### config.mk
export PLATFORM = sky130hd
export DESIGN_NAME = if_stage_flat
export DESIGN_NICKNAME = d
export VERILOG_FILES = /design/src/rtl/if_stage_if.sv /design/src/rtl/if_stage.sv /design/src/flat_wrapper.sv
export SDC_FILE = /design/constraint.sdc
export NUM_CORES = 1
export LEC_CHECK = 0
export CORE_MARGIN = 2
export CORE_UTILIZATION = 35
export CTS_BUF_LIST = sky130_fd_sc_hd__clkbuf_4 sky130_fd_sc_hd__clkbuf_8
export CTS_CLUSTER_SIZE = 28
export DETAILED_ROUTE_END_ITERATION = 7
export MAX_ROUTING_LAYER = met4
export SLEW_MARGIN = 20
export SYNTH_ARGS = -nofsm -noshare
export SYNTH_HDL_FRONTEND = slang
export SYNTH_SLANG_ARGS = --single-unit
export TNS_END_PERCENT = 1
### constraint.sdc
create_clock -name clk -period 2.1 [get_ports clk]
set_input_delay 0.42 -clock clk [delete_from_list [all_inputs] [get_ports clk]]
set_output_delay 0.42 -clock clk [all_outputs]
set_load 0.02 [all_outputs]
### src/rtl/if_stage_if.sv
// Instruction-memory port of the fetch stage: one request at a time, response
// returned one or more cycles later.
interface if_stage_if;
   logic        imem_req_o;
   logic [31:0] imem_addr_o;
   logic        imem_rsp_valid_i;
   logic [31:0] imem_rsp_data_i;

   modport master (
      output imem_req_o,
      output imem_addr_o,
      input  imem_rsp_valid_i,
      input  imem_rsp_data_i
   );

   modport slave (
      input  imem_req_o,
      input  imem_addr_o,
      output imem_rsp_valid_i,
      output imem_rsp_data_i
   );
endinterface

### src/rtl/if_stage.sv
// RV32I instruction-fetch stage: PC, single-outstanding imem requests, a one-entry
// hold buffer for responses that land during a decode stall, and the IF/ID register.
module if_stage #(
   parameter logic [31:0] RESET_PC  = 32'h0000_0000,
   parameter logic [31:0] NOP_INSTR = 32'h0000_0013
) (
   input  logic              clk,
   input  logic              rst,
   input  logic              stall_i,
   input  logic              redirect_i,
   input  logic [31:0]       redirect_pc_i,
   if_stage_if.master        imem,
   output logic [31:0]       instruction_r,
   output logic [31:0]       pc_r,
   output logic              valid_r
);

   typedef enum logic [1:0] {
      FETCH = 2'd0,
      WAIT  = 2'd1,
      HOLD  = 2'd2
   } state_t;

   state_t      r_state;
   state_t      w_stateNext;
   logic [31:0] r_pc;
   logic [31:0] w_pcNext;
   logic [31:0] r_reqPc;
   logic [31:0] w_reqPcNext;
   logic        r_drop;
   logic        w_dropNext;
   logic        r_holdValid;
   logic        w_holdValidNext;
   logic [31:0] r_holdData;
   logic [31:0] r_holdPc;
   logic        w_holdWrite;
   logic        w_load;
   logic [31:0] w_loadData;
   logic [31:0] w_loadPc;
   logic        w_bubble;

   assign imem.imem_req_o  = (r_state == FETCH) && !redirect_i;
   assign imem.imem_addr_o = r_pc & ~32'h3;

   // Redirect wins over stall and over a response arriving in the same cycle.
   always_comb begin
      w_stateNext     = r_state;
      w_pcNext        = r_pc;
      w_reqPcNext     = r_reqPc;
      w_dropNext      = r_drop;
      w_holdValidNext = r_holdValid;
      w_holdWrite     = 1'b0;
      w_load          = 1'b0;
      w_loadData      = imem.imem_rsp_data_i;
      w_loadPc        = r_reqPc;
      w_bubble        = !stall_i;

      if (redirect_i) begin
         w_pcNext        = redirect_pc_i & ~32'h3;
         w_holdValidNext = 1'b0;
         w_bubble        = 1'b1;
         case (r_state)
            FETCH: w_stateNext = FETCH;
            WAIT: begin
               if (imem.imem_rsp_valid_i) begin
                  w_dropNext  = 1'b0;
                  w_stateNext = FETCH;
               end else begin
                  w_dropNext  = 1'b1;
                  w_stateNext = WAIT;
               end
            end
            default: w_stateNext = FETCH;
         endcase
      end else begin
         case (r_state)
            FETCH: begin
               w_pcNext    = r_pc + 32'd4;
               w_reqPcNext = r_pc & ~32'h3;
               w_stateNext = WAIT;
            end
            WAIT: begin
               if (imem.imem_rsp_valid_i) begin
                  if (r_drop) begin
                     w_dropNext  = 1'b0;
                     w_stateNext = FETCH;
                  end else if (!stall_i) begin
                     w_load      = 1'b1;
                     w_stateNext = FETCH;
                  end else begin
                     w_holdWrite     = 1'b1;
                     w_holdValidNext = 1'b1;
                     w_stateNext     = HOLD;
                  end
               end
            end
            default: begin
               if (!stall_i) begin
                  w_load          = r_holdValid;
                  w_loadData      = r_holdData;
                  w_loadPc        = r_holdPc;
                  w_holdValidNext = 1'b0;
                  w_stateNext     = FETCH;
               end
            end
         endcase
      end
   end

   always_ff @(posedge clk) begin
      if (rst) begin
         r_state     <= FETCH;
         r_pc        <= RESET_PC & ~32'h3;
         r_reqPc     <= RESET_PC & ~32'h3;
         r_drop      <= 1'b0;
         r_holdValid <= 1'b0;
      end else begin
         r_state     <= w_stateNext;
         r_pc        <= w_pcNext;
         r_reqPc     <= w_reqPcNext;
         r_drop      <= w_dropNext;
         r_holdValid <= w_holdValidNext;
      end
   end

   always_ff @(posedge clk) begin
      if (rst) begin
         r_holdData <= NOP_INSTR;
         r_holdPc   <= 32'h0;
      end else if (w_holdWrite) begin
         r_holdData <= imem.imem_rsp_data_i;
         r_holdPc   <= r_reqPc;
      end
   end

   // IF/ID holds on stall; otherwise it takes a new entry or a bubble.
   always_ff @(posedge clk) begin
      if (rst) begin
         instruction_r <= NOP_INSTR;
         pc_r          <= 32'h0;
         valid_r       <= 1'b0;
      end else if (w_load) begin
         instruction_r <= w_loadData;
         pc_r          <= w_loadPc;
         valid_r       <= 1'b1;
      end else if (w_bubble) begin
         instruction_r <= NOP_INSTR;
         valid_r       <= 1'b0;
      end
   end

endmodule

### src/flat_wrapper.sv
// flat-port wrapper written by rule: the top's interface ports become plain ports
module if_stage_flat 
#(
   parameter logic [31:0] RESET_PC  = 32'h0000_0000,
   parameter logic [31:0] NOP_INSTR = 32'h0000_0013
)
  (clk, rst, stall_i, redirect_i, redirect_pc_i, instruction_r, pc_r, valid_r, imem_imem_req_o, imem_imem_addr_o, imem_imem_rsp_valid_i, imem_imem_rsp_data_i);
  if_stage_if imem_i ();
  input  logic clk;
  input  logic rst;
  input  logic stall_i;
  input  logic redirect_i;
  input  logic [31:0] redirect_pc_i;
  output logic [31:0] instruction_r;
  output logic [31:0] pc_r;
  output logic valid_r;
  output wire logic [$bits(imem_i.imem_req_o)-1:0] imem_imem_req_o;
  output wire logic [$bits(imem_i.imem_addr_o)-1:0] imem_imem_addr_o;
  input wire logic [$bits(imem_i.imem_rsp_valid_i)-1:0] imem_imem_rsp_valid_i;
  input wire logic [$bits(imem_i.imem_rsp_data_i)-1:0] imem_imem_rsp_data_i;
  assign imem_imem_req_o = imem_i.imem_req_o;
  assign imem_imem_addr_o = imem_i.imem_addr_o;
  assign imem_i.imem_rsp_valid_i = imem_imem_rsp_valid_i;
  assign imem_i.imem_rsp_data_i = imem_imem_rsp_data_i;
  if_stage #(.RESET_PC(RESET_PC), .NOP_INSTR(NOP_INSTR)) u_core (.clk(clk), .rst(rst), .stall_i(stall_i), .redirect_i(redirect_i), .redirect_pc_i(redirect_pc_i), .imem(imem_i), .instruction_r(instruction_r), .pc_r(pc_r), .valid_r(valid_r));
endmodule
Word level (Yosys, flattened, before mapping)
Index checks and enable logic that the tools add are counted.
{ "word_totals": {"wordCells": 76, "out_inout_bits": 98, "regBits": 193, "inputBits": 69} }
{ "classes": {"reduce_logical": 13, "n_eq_ne": 7, "addsub": 1, "muxes": 42, "bitwise": 2} }
{ "op_table": {"columns": ["operator", "count"], "rows": [
  ["$mux 32", 10],
  ["$add 32x3->32 const B", 1],
  ["$mux 1", 23],
  ["$mux 2", 6],
  ["$ne 2x2->1 const B", 3],
  ["$reduce_and 2->1", 3],
  ["$reduce_bool 2->1", 3],
  ["$reduce_and 5->1", 1],
  ["$ne 4x1->1 const B", 1],
  ["$pmux 1 s2", 2],
  ["$pmux 2 s2", 1],
  ["$reduce_or 2->1", 2],
  ["$ne 3x3->1 const B", 1],
  ["$eq 2x1->1 const B", 1],
  ["$logic_not 1->1", 2],
  ["$logic_not 2->1", 1],
  ["$ne 2x1->1 const B", 1],
  ["$not 1->1", 2],
  ["$logic_and 1x1->1", 1]
]} }

Longest topological paths before layout
Gate-level depths: netlist (run 1).
{ "depth": {"depth_word": 6, "mapped_depth": 7} }

Worst setup path before layout (run 1)
No wires, ideal clock.
{ "synth_path": {"kind": "flip-flop to flip-flop", "startpoint": "reg u_core.r_pc[2]", "endpoint": "reg u_core.r_pc[16]", "path_stages_with_launch": 6, "setup_slack_ps": 158, "arrival_time_ps": 1851, "n_path_buf": 0, "path_cell_list": "dfxtp_1 ha_1 nor3b_4 nand2_2 or4_1 a311oi_1"} }
{ "synth_via": {"elab_chain_len": 3} }
{ "synth_rtl": {"columns": ["element", "line", "text"], "rows": [
  ["from (decl)", "if_stage.sv:26", "logic [31:0] r_pc;"],
  ["from (signal assigned)", "if_stage.sv:113", "r_pc <= RESET_PC & ~32'h3;"],
  ["from (signal assigned)", "if_stage.sv:119", "r_pc <= w_pcNext;"],
  ["$add 32x3->32", "if_stage.sv:78", "w_pcNext = r_pc + 32'd4;"],
  ["$mux 32", "if_stage.sv:76", "case (r_state)"],
  ["$mux 32", "if_stage.sv:58", "if (redirect_i) begin"]
]} }
No other way between the ends. The select of a mux whose other input is x is not followed.
A chain may end at the register's enable or synchronous reset.

Final worst setup path (run 1)
{ "layout_path": {"startpoint": "reg u_core.r_pc[8]", "endpoint": "out imem_imem_addr_o[8]"} }
{ "layout_lines": {"columns": ["element", "line", "text"], "rows": [
  ["to (decl)", "flat_wrapper.sv:18", "output wire logic [$bits(imem_i.imem_addr_o)-1:0] imem_imem_addr_o;"]
]} }
No word-level cell between the ends.

==> flow_summary.toml, run 1 <==
[detailed_routing]
postRouteWirelength_mm = 21.8
detail_route.iter0.violations = 407
route.vias.total = 6948
wl_per_cell_um = 15.9
dr.pass1.iters = 7
post_route_antenna_net_violation_count = 0
detail_route.drc_violations = 0
drt-vias-per-instance = 5.05

[critical_path]
startpoint_type = "register"
cp-end-kind = "primary output"
timing.critical_path.arrival_ns = 1.61
required_ns = 1.68
critical_path_class = "reg -> out"
worstPathMaxFanout = 6

[pwr]
pwr_density_cell_mw_per_mm2 = 676
sequential_power_share_pct = 52.8
net-switching-power_mw = 1.93
power_frac_comb_pct = 12.1
internal_power_mw = 5.18
vdd_drop_max_mv = 0.375
p_leak_nw = 3.45
power_switching_share_pct = 27.2
power.share.clock_pct = 35.1

[floorplan]
die_x_um = 154
die_area_mm2 = 0.0237
core-area_mm2 = 0.0220
dieHeight_um = 154
placementRows = 54
io_pins = 167
floorplan.initialDensity_pct = 35.8

[clock_tree]
clockRootBuffer = "sky130_fd_sc_hd__clkbuf_8"
clock-sinks = 189
clk_pin_slew_worst_paths_ns = 0.11
num_cts_buffers = 17
hold_bufs_at_cts = 0
clock_latency_of_the_later_clocked_register_in_the_worst_skew_pair_ns = 0.48
cts_tree = "yes"
ctsHtreeMaxLevel = 4
clock_path_buffers = 2

[sta]
final-hold-violation-count = 0
setup_violations = 0
setup_total_negative_slack_ns = 0
min_period_ns = 2.03
fin_worst_skew_ns = 0.0202
tightest_slew_ns = 0.545
final_max_slew_viol_count = 0
final.hold.worst_slack_ns = 0.273
achievable-frequency_mhz = 493
rsz0062_at_grt = "false"
min_period_over_period_pct = 96.6
timing.slew.headroom_pct = 63.7

[global_route]
globalRouteOverflowTotal = 0
antenna_found_initial = 0
grt_first_pass_wirelength_mm = 35.5
via_count_of_the_first_global_routing_pass = 6610
grt_start_max_net_pins = 93
grt_total_usage_pct = 19.1

[final_layout]
multiInputGateArea_mm2 = 0.00375
postLayoutCoreUtil_pct = 47.9
drive_gt1_share_pct = 12.3
final_common_cell = "sky130_fd_sc_hd__nand2_1"
insertedDiodeCount = 0
final_cell_count_no_fill = 1375
finish.net_count = 1152
synthToLayoutAreaGrowth_pct = 34.0
sequential_cell_area_mm2 = 0.00379
final.fill_count = 2138
layout.cells.most_common_list = "sky130_fd_sc_hd__nand2_1, sky130_fd_sc_hd__dfxtp_1, sky130_fd_sc_hd__clkdlybuf4s50_1"

[worst_hold_path]
worstHoldPathType = "in -> reg"

[placement]
placement.io_buffers = 160
dpl.hpwl_mm = 14.7
routabilityCongestion = 0.841
dp.cells = 1341

[synthesis]
yosysUniqueCellTypes = 51
netlist_instances = 917
synth.largest_area_cell = "sky130_fd_sc_hd__dfxtp_1"
yosys_register_bits = 189
syn_area_mm2 = 0.00786
synthesized_area_per_cell_um2 = 8.57
synth-async-reset-ratio_pct = 0
yosysWarnings = 0
netlist.area_leader.share_pct = 48.2
post_synth_edffs = 0
synth_area_leaders = "sky130_fd_sc_hd__dfxtp_1, sky130_fd_sc_hd__nand2_1, sky130_fd_sc_hd__a21oi_1"
synth.yosys.seq_area_share_pct = 48.2
synth_ff_type = "sky130_fd_sc_hd__dfxtp_1"

[status]
status = "completed"

[job]
cap_violations = 0
## path summary, 6_finish.rpt
| kind | slack [ns] | endpoint | from | cells past startpoint |
|---|---|---|---|---|
| worst min register to register | 0.46 | u_core.r_holdData[25] | u_core.r_holdData[25] | 2 |
| worst min-delay path | 0.27 | u_core.r_reqPc[19] | rst | 2 |
| worst max-delay path | 0.07 | imem_imem_addr_o[8] | u_core.r_pc[8] | 2 |
| worst max register to register | 0.17 | u_core.r_pc[24] | u_core.r_pc[3] | 6 |
## cell families (layout without fill, tap and decap cells)
logic type	count (synthesis)	after routing	share of synthesized area [%]
AOI/OAI and AO/OA	206	206	17.0
xor gates and xnor gates	13	13	1.45
adders and majority gates	1	1	0.159
buffers and inverters	85	260	4.67
DFF	189	189	48.2
muxes	64	64	8.62
other	1	4	0.0477
and+or+nand+nor	358	358	19.9
## synthesized netlist by cell type, types with 3 or more instances
library cell and number:
sky130_fd_sc_hd__nand2_1 202, sky130_fd_sc_hd__dfxtp_1 189, sky130_fd_sc_hd__a21oi_1 93, sky130_fd_sc_hd__nor2_1 91, sky130_fd_sc_hd__clkbuf_1 52, sky130_fd_sc_hd__a211oi_1 43, sky130_fd_sc_hd__mux2i_1 35, sky130_fd_sc_hd__a22oi_1 29
sky130_fd_sc_hd__mux2_2 29, sky130_fd_sc_hd__buf_2 14, sky130_fd_sc_hd__a311oi_1 13, sky130_fd_sc_hd__nand3_1 11, sky130_fd_sc_hd__nand4_1 10, sky130_fd_sc_hd__inv_1 9, sky130_fd_sc_hd__o31ai_1 9, sky130_fd_sc_hd__or4_1 9
sky130_fd_sc_hd__nor4_1 7, sky130_fd_sc_hd__xnor2_1 7, sky130_fd_sc_hd__buf_4 6, sky130_fd_sc_hd__o21ai_0 6, sky130_fd_sc_hd__xor2_1 6, sky130_fd_sc_hd__and4_1 5, sky130_fd_sc_hd__and2_1 3, sky130_fd_sc_hd__nor3_1 3
sky130_fd_sc_hd__o2bb2ai_1 3
## layout make-up
cell class	instances	area share [%]
Tap cell	280	3.33
Clock buffer	18	2.29
Inverter	11	0.392
Clock inverter	14	1.51
Sequential cell	189	36.0
Multi-Input combinational cell	646	35.7
Timing Repair Buffer	217	20.8
## critical path: stages, from the launching register on
cell and delay (ns):
sky130_fd_sc_hd__dfxtp_1 0.37, sky130_fd_sc_hd__buf_4 0.17, sky130_fd_sc_hd__clkdlybuf4s50_1 0.61
## metrics by stage
| stage | area (µm²) | power [mW] | setup WS [ns] |
|---|---|---|---|
| 2_1_floorplan | 7870 | 4.25 | 0.158 |
| 3_5_place_dp | 10100 | 4.70 | -0.138 |
| 3_3_place_gp | 10100 | 4.69 | -0.109 |
| 4_1_cts | 10500 | 7.19 | 0.0333 |
| 6_report | 10500 | 7.11 | 0.0706 |
| 5_1_grt | 10500 | 7.42 | 0.0142 |
## registers in the layout (all words and copies together), names as in the netlist
| signal | count |
|---|---|
| u_core.instruction_r | 32 |
| u_core.r_holdData | 32 |
| u_core.pc_r | 30 |
| u_core.r_holdPc | 30 |
| u_core.r_pc | 30 |
| u_core.r_reqPc | 30 |
| u_core.r_state | 2 |
| u_core.r_drop | 1 |
| u_core.r_holdValid | 1 |
| u_core.valid_r | 1 |
## power by group through the flow
stage / clock (mW) / sequential (mW) / combinational, mW
2_1_floorplan: 0 / 3.91 / 0.339
3_3_place_gp: 0 / 3.84 / 0.856
3_5_place_dp: 0 / 3.84 / 0.862
4_1_cts: 2.57 / 3.75 / 0.866
5_1_grt: 2.71 / 3.77 / 0.931
6_report: 2.50 / 3.76 / 0.857
## what timing repair did
item | in CTS | in global routing
pin swaps | 0 | 2
resized for setup | 3 | 4
setup endpoints to repair | 1 | 20
setup buffers | 0 | 2
## per-layer routing
metal	up-vias	global-route usage [%]	part of all wire, %
met3	20	3.44	3.2
met4	0	5.56	1.8
li1	3531	-	-
met2	137	29.4	46
met1	3260	25.7	49
met5	-	-	0
Note: power is estimated with default switching activity, not from simulation.
==> inputs of run 2 (changes only) <==
Settings changed: CTS_BUF_LIST sky130_fd_sc_hd__clkbuf_4 sky130_fd_sc_hd__clkbuf_8 to sky130_fd_sc_hd__clkbuf_4, SETUP_SLACK_MARGIN from default to 0.5.
==> run 2 against run 1 <==
Compared with the run above:
- setup slack improved by 0.25 ns
- sequential cell count unchanged
- fmax rose by 14%
- die area unchanged
- final cell count increased by 0.44%
- power is 11% lower
- clock-buffer cell count up 1
- clock skew rose by 0.0071 ns
- routed wire length is 2.1% higher
- global-route usage about the same
- final area rose by 0.29%
- largest cell class is now multi-input gates
==> flow_summary.toml, run 2 (synthesized netlist as in run 1, its figures left out) <==
[floorplan]
dieHeight_um = 154
die_x_um = 154
floorplan.initialDensity_pct = 35.8
die_area_mm2 = 0.0237
io_pins = 167
placementRows = 54
core-area_mm2 = 0.0220

[sta]
rsz0062_at_grt = "true"
final-hold-violation-count = 0
timing.slew.headroom_pct = 62.7
min_period_over_period_pct = 84.6
setup_total_negative_slack_ns = 0
fin_worst_skew_ns = 0.0273
min_period_ns = 1.78
tightest_slew_ns = 0.560
setup_slack_ns = 0.324
final.hold.worst_slack_ns = 0.188
setup_violations = 0
final_max_slew_viol_count = 0
achievable-frequency_mhz = 563

[detailed_routing]
postRouteWirelength_mm = 22.3
detail_route.iter0.violations = 386
post_route_antenna_net_violation_count = 0
dr.pass1.iters = 4
route.vias.total = 7021
detail_route.drc_violations = 0
wl_per_cell_um = 16.1
drt-vias-per-instance = 5.08

[global_route]
met2_usage_pct = 29.9
grt_first_pass_wirelength_mm = 35.2
global_route.peak_usage_layer = "met2"
via_count_of_the_first_global_routing_pass = 6532
use_met1_pct = 25.7
globalRouteOverflowTotal = 0
groute.layer.met3.usage_pct = 3.07
grt_start_max_net_pins = 108
grt_total_usage_pct = 19.1
antenna_found_initial = 1

[final_layout]
layout.cells.most_common_list = "sky130_fd_sc_hd__nand2_1, sky130_fd_sc_hd__dfxtp_1, sky130_fd_sc_hd__a21oi_1"
synthToLayoutAreaGrowth_pct = 34.4
biggestRegsByFlops = "u_core.instruction_r x32, u_core.r_holdData x32"
finish.instance_area_mm2 = 0.0106
final_common_cell = "sky130_fd_sc_hd__nand2_1"
finish.net_count = 1159
drive_gt1_share_pct = 17.3
postLayoutCoreUtil_pct = 48.1
final.fill_count = 2175

[critical_path]
required_ns = 1.68
critical_path.reg2reg.startpoint = "u_core.r_pc[2]"
cp_common_cell = "sky130_fd_sc_hd__inv_2"
reg2reg_depth = 6
critical_path_class = "in -> out"
worst-r2r-setup-slack_ns = 0.34
cp-end-kind = "primary output"
regToRegEndpoint = "u_core.r_pc[16]"
timing.critical_path.arrival_ns = 1.36
max_stage_delay_ns = 0.62
startpoint_type = "input port"
cell_breakdown_of_the_critical_path = "clkdlybuf4s50_1 > inv_2 > nand2_2 > inv_2 > buf_6"
critical_path.slowest_cell = "sky130_fd_sc_hd__clkdlybuf4s50_1"
worstPathMaxFanout = 3

[pwr]
power_frac_comb_pct = 13.2
net-switching-power_mw = 1.77
vdd_drop_max_mv = 0.305
power.share.clock_pct = 27.0
pwr_density_cell_mw_per_mm2 = 598
internal_power_mw = 4.55
power_switching_share_pct = 28.0
sequential_power_share_pct = 59.8
p_leak_nw = 3.77

[worst_hold_path]
whs_path_depth = 2
timing.hold.worst_endpoint = "u_core.instruction_r[16]"
hold_path.startpoint = "rst"
worstHoldPathType = "in -> reg"

[clock_tree]
clock_latency_of_the_later_clocked_register_in_the_worst_skew_pair_ns = 0.55
cts_tree = "yes"
num_cts_buffers = 17
clock-sinks = 189
clk_pin_slew_worst_paths_ns = 0.15
clockRootBuffer = "sky130_fd_sc_hd__clkbuf_4"
ctsHtreeMaxLevel = 4
clock_path_buffers = 2

[placement]
post-place-ws_ns = -0.135
routabilityCongestion = 0.830
placement.io_buffers = 160
dpl_cell_area_mm2 = 0.0101
dpl.hpwl_mm = 14.5

[job]
cap_violations = 0

[status]
status = "completed"
==> run 2: changes by cell type in the layout (fill, tap and decap cells not counted), sizes merged, moves of 2 or more <==
cell           delta
buf               +8
bufinv            -2
clkbuf            +3
clkdlybuf4s15    +26
clkdlybuf4s50    -92
clkinv            +4
clkinvlp          -3
dlygate4sd2      +63
inv               -2
==> run 2: worst max-delay path, delay by kind of cell <==
kind                   cells  cell delay (ns)
buffers and inverters      4             0.85
AND/OR/NAND/NOR            1             0.08
==> run 2: how the worst max path moves through the flow <==
stage                           start                       end  cells past startpoint
CTS                 u_core.r_state[1]           imem_imem_req_o                      4
finish                     redirect_i           imem_imem_req_o                      5
global route           u_core.r_pc[2]           u_core.r_pc[16]                      6
floorplan             u_core.r_pc[17]           u_core.r_pc[20]                      5
global placement           redirect_i           u_core.pc_r[23]                      6
detailed placement         redirect_i  u_core.instruction_r[29]                      6
==> run 2: power groups by stage <==
stage	clock, mW	sequential [mW]	combinational [mW]
3_5_place_dp	0	3.86	0.825
2_1_floorplan	0	3.92	0.341
4_1_cts	1.79	3.78	0.822
3_3_place_gp	0	3.86	0.823
5_1_grt	1.94	3.80	0.899
6_report	1.71	3.78	0.831
==> run 2: cell type report <==
cell class	count	area (µm²)	share of cell area, %
well taps	280	350	3.32
clock buffers	19	143	1.35
inverters	11	41.3	0.391
repair buffers	224	2260	21.4
clock inverters	11	70.1	0.664
diodes	1	2.50	0.0237
multi-input cells	646	3850	36.4
flip-flops and latches	189	3840	36.4
==> run 2: what timing repair did <==
action / CTS / global route
setup buffers: 7 / 5
endpoints found under the setup margin: 241 / 239
gates cloned: 1 / 2
resized for setup: 176 / 11
pin swaps: 3 / 6
hold buffers: 0 / 0
==> run 2: per-layer routing <==
layer,wire (µm),part of all wire (%)
met1,10800,48
met2,10400,47
met3,727,3.3
met4,325,1.5
met5,0,0
==> run 2: through the flow <==
step	cells	total power [mW]
final	1381	6.32
after floorplan	920	4.26
after detailed placement	1335	4.69
after CTS	1373	6.39
after global placement	1335	4.68
after global routing	1381	6.64
==> inputs of run 3 (changes only) <==
Clock period 2.1 ns to 1.7 ns, I/O delays scaled along.
==> run 3 against run 2 <==
Compared with the run above:
- the flow now finishes with violations (negative setup slack)
- setup slack worse by 0.40 ns
- register-to-register slack worse by 0.40 ns
- via count rose by 2.3%
- combinational power grew 47%
- power is 28% higher
- die area stayed put
- clock-buffer cell count down 1
- sequential cell count stayed put
- clock skew decreased by 0.0063 ns
- clock power up 31%
- final cell count up 2.2%
- non-clock buffer count increased by 29
- critical path type is now reg -> out
- critical endpoint unchanged
==> flow_summary.toml, run 3 (synthesized netlist as in run 1, its figures left out) <==
[sta]
final.hold.worst_slack_ns = 0.298
min_period_ns = 1.78
final-hold-violation-count = 0
final_max_slew_viol_count = 0
tightest_slew_ns = 0.498
setup_violations = 11
achievable-frequency_mhz = 562
rsz0062_at_grt = "true"
min_period_over_period_pct = 105
setup_slack_ns = -0.0801
fin_worst_skew_ns = 0.0210
timing.slew.headroom_pct = 66.5

[detailed_routing]
postRouteWirelength_mm = 23.1
post_route_antenna_net_violation_count = 0
drt-vias-per-instance = 5.09
drt_met1_wl_mm = 11.1
detail_route.drc_violations = 0
top_signal_layer_used = "met4"
dr.pass1.iters = 4
route.vias.total = 7185
detail_route.iter0.violations = 415
wl_per_cell_um = 16.4
detailroute.wirelength.met2_mm = 10.7
met3RoutedLength_um = 913

[final_layout]
finish.net_count = 1188
final_cell_count_no_fill = 1412
layout.cells.most_common_list = "sky130_fd_sc_hd__nand2_1, sky130_fd_sc_hd__dfxtp_1, sky130_fd_sc_hd__a21oi_1"
finish.instance_area_mm2 = 0.0111
drive_gt1_share_pct = 30.7
biggestRegsByFlops = "u_core.instruction_r x32, u_core.r_holdData x32"
postLayoutCoreUtil_pct = 50.6
synthToLayoutAreaGrowth_pct = 41.5
final_common_cell = "sky130_fd_sc_hd__nand2_1"

[floorplan]
die_x_um = 154
placementRows = 54
die_area_mm2 = 0.0237
dieHeight_um = 154
floorplan.initialDensity_pct = 35.8
io_pins = 167
core-area_mm2 = 0.0220

[worst_hold_path]
worstHoldPathType = "in -> reg"

[critical_path]
startpoint_type = "register"
critical_path_class = "reg -> out"
timing.critical_path.arrival_ns = 1.44
cp-end-kind = "primary output"
required_ns = 1.36
worstPathMaxFanout = 11

[placement]
dpl_cell_area_mm2 = 0.0104
dp.cells = 1367
placement.io_buffers = 160
dpl.hpwl_mm = 15.3
routabilityCongestion = 0.848
post-place-ws_ns = -0.549

[global_route]
via_count_of_the_first_global_routing_pass = 6873
globalRouteOverflowTotal = 0
grt_start_max_net_pins = 98
antenna_found_initial = 1
grt_total_usage_pct = 19.8
grt_first_pass_wirelength_mm = 36.7

[clock_tree]
ctsHtreeMaxLevel = 4
clockRootBuffer = "sky130_fd_sc_hd__clkbuf_4"
clock_path_buffers = 2
num_cts_buffers = 17
clock-sinks = 189
cts_tree = "yes"
clock_latency_of_the_later_clocked_register_in_the_worst_skew_pair_ns = 0.59
clk_pin_slew_worst_paths_ns = 0.17

[pwr]
p_leak_nw = 3.85
vdd_drop_max_mv = 0.370
pwr_density_cell_mw_per_mm2 = 729

[status]
status = "finished, violations left"
violations_in_the_final_reports = "negative setup slack"

[job]
cap_violations = 0
==> run 3: cell count changes in the layout (fill, tap and decap cells not counted), moves of 6 or more <==
cell	before	now
sky130_fd_sc_hd__a22oi_1	29	14
sky130_fd_sc_hd__dfxtp_1	164	148
sky130_fd_sc_hd__clkdlybuf4s15_1	11	0
sky130_fd_sc_hd__dfxtp_4	11	5
sky130_fd_sc_hd__dlygate4sd2_1	64	1
sky130_fd_sc_hd__a22oi_2	0	15
sky130_fd_sc_hd__buf_4	46	85
sky130_fd_sc_hd__buf_6	4	61
sky130_fd_sc_hd__dfxtp_2	14	36
==> run 3: routing by layer <==
layer / track usage [%] / vias to the layer above
met3: 3.49 / 26
met1: 26.6 / 3395
met4: 5.74 / 0
met5: - / -
met2: 30.7 / 159
li1: - / 3605
==> run 3: where the power goes <==
| group | internal (mW) | total, mW | leakage, nW | switching [mW] |
|---|---|---|---|---|
| Sequential | 4.56 | 4.65 | 1.55 | 0.0903 |
| Clock | 0.621 | 2.24 | 0.128 | 1.61 |
| Combinational | 0.587 | 1.22 | 2.17 | 0.632 |
| Total | 5.77 | 8.10 | 3.85 | 2.34 |
==> run 3: path summary, 6_finish.rpt <==
path                                          startpoint                     to  slack (ns)  cells past startpoint
worst min register to register     u_core.r_holdData[19]  u_core.r_holdData[19]        0.46                      2
worst max register to register         u_core.r_state[0]        u_core.r_pc[28]       -0.06                      5
worst max-delay path                   u_core.r_state[1]        imem_imem_req_o       -0.08                      5
worst min-delay path            imem_imem_rsp_data_i[28]  u_core.r_holdData[28]        0.30                      3
==> run 3: critical path, cell delays in order (launching register included) <==
cell and delay [ns]:
sky130_fd_sc_hd__dfxtp_2 0.37, sky130_fd_sc_hd__buf_12 0.14, sky130_fd_sc_hd__nor2_4 0.10, sky130_fd_sc_hd__nand2_2 0.07, sky130_fd_sc_hd__inv_2 0.07, sky130_fd_sc_hd__buf_6 0.11
==> run 3: final cells by class <==
class	count	area (µm²)
well taps	280	350
clock buffers	18	135
fillers	2057	10800
repair buffers	253	2590
inverters	11	41.3
flip-flops and latches	189	3850
clock inverters	14	110
diodes	1	2.50
multi-input cells	646	4040
==> run 3: stage by stage <==
| step | power, mW | TNS [ns] |
|---|---|---|
| 6_report | 8.10 | -0.318 |
| 5_1_grt | 8.46 | -3.89 |
| 4_1_cts | 8.13 | -3.38 |
| 3_5_place_dp | 5.86 | -56.40 |
| 3_3_place_gp | 5.85 | -51.96 |
| 2_1_floorplan | 5.26 | -0.0162 |
==> run 3: what timing repair did <==
action / 4_1_cts / 5_1_grt
pin swaps: 14 / 31
buffers inserted: 2 / 5
cloned: 2 / 2
setup endpoints to repair: 281 / 281
endpoints found under the hold margin: 12 / 0
hold buffers: 1 / 0
gates resized for setup: 483 / 94
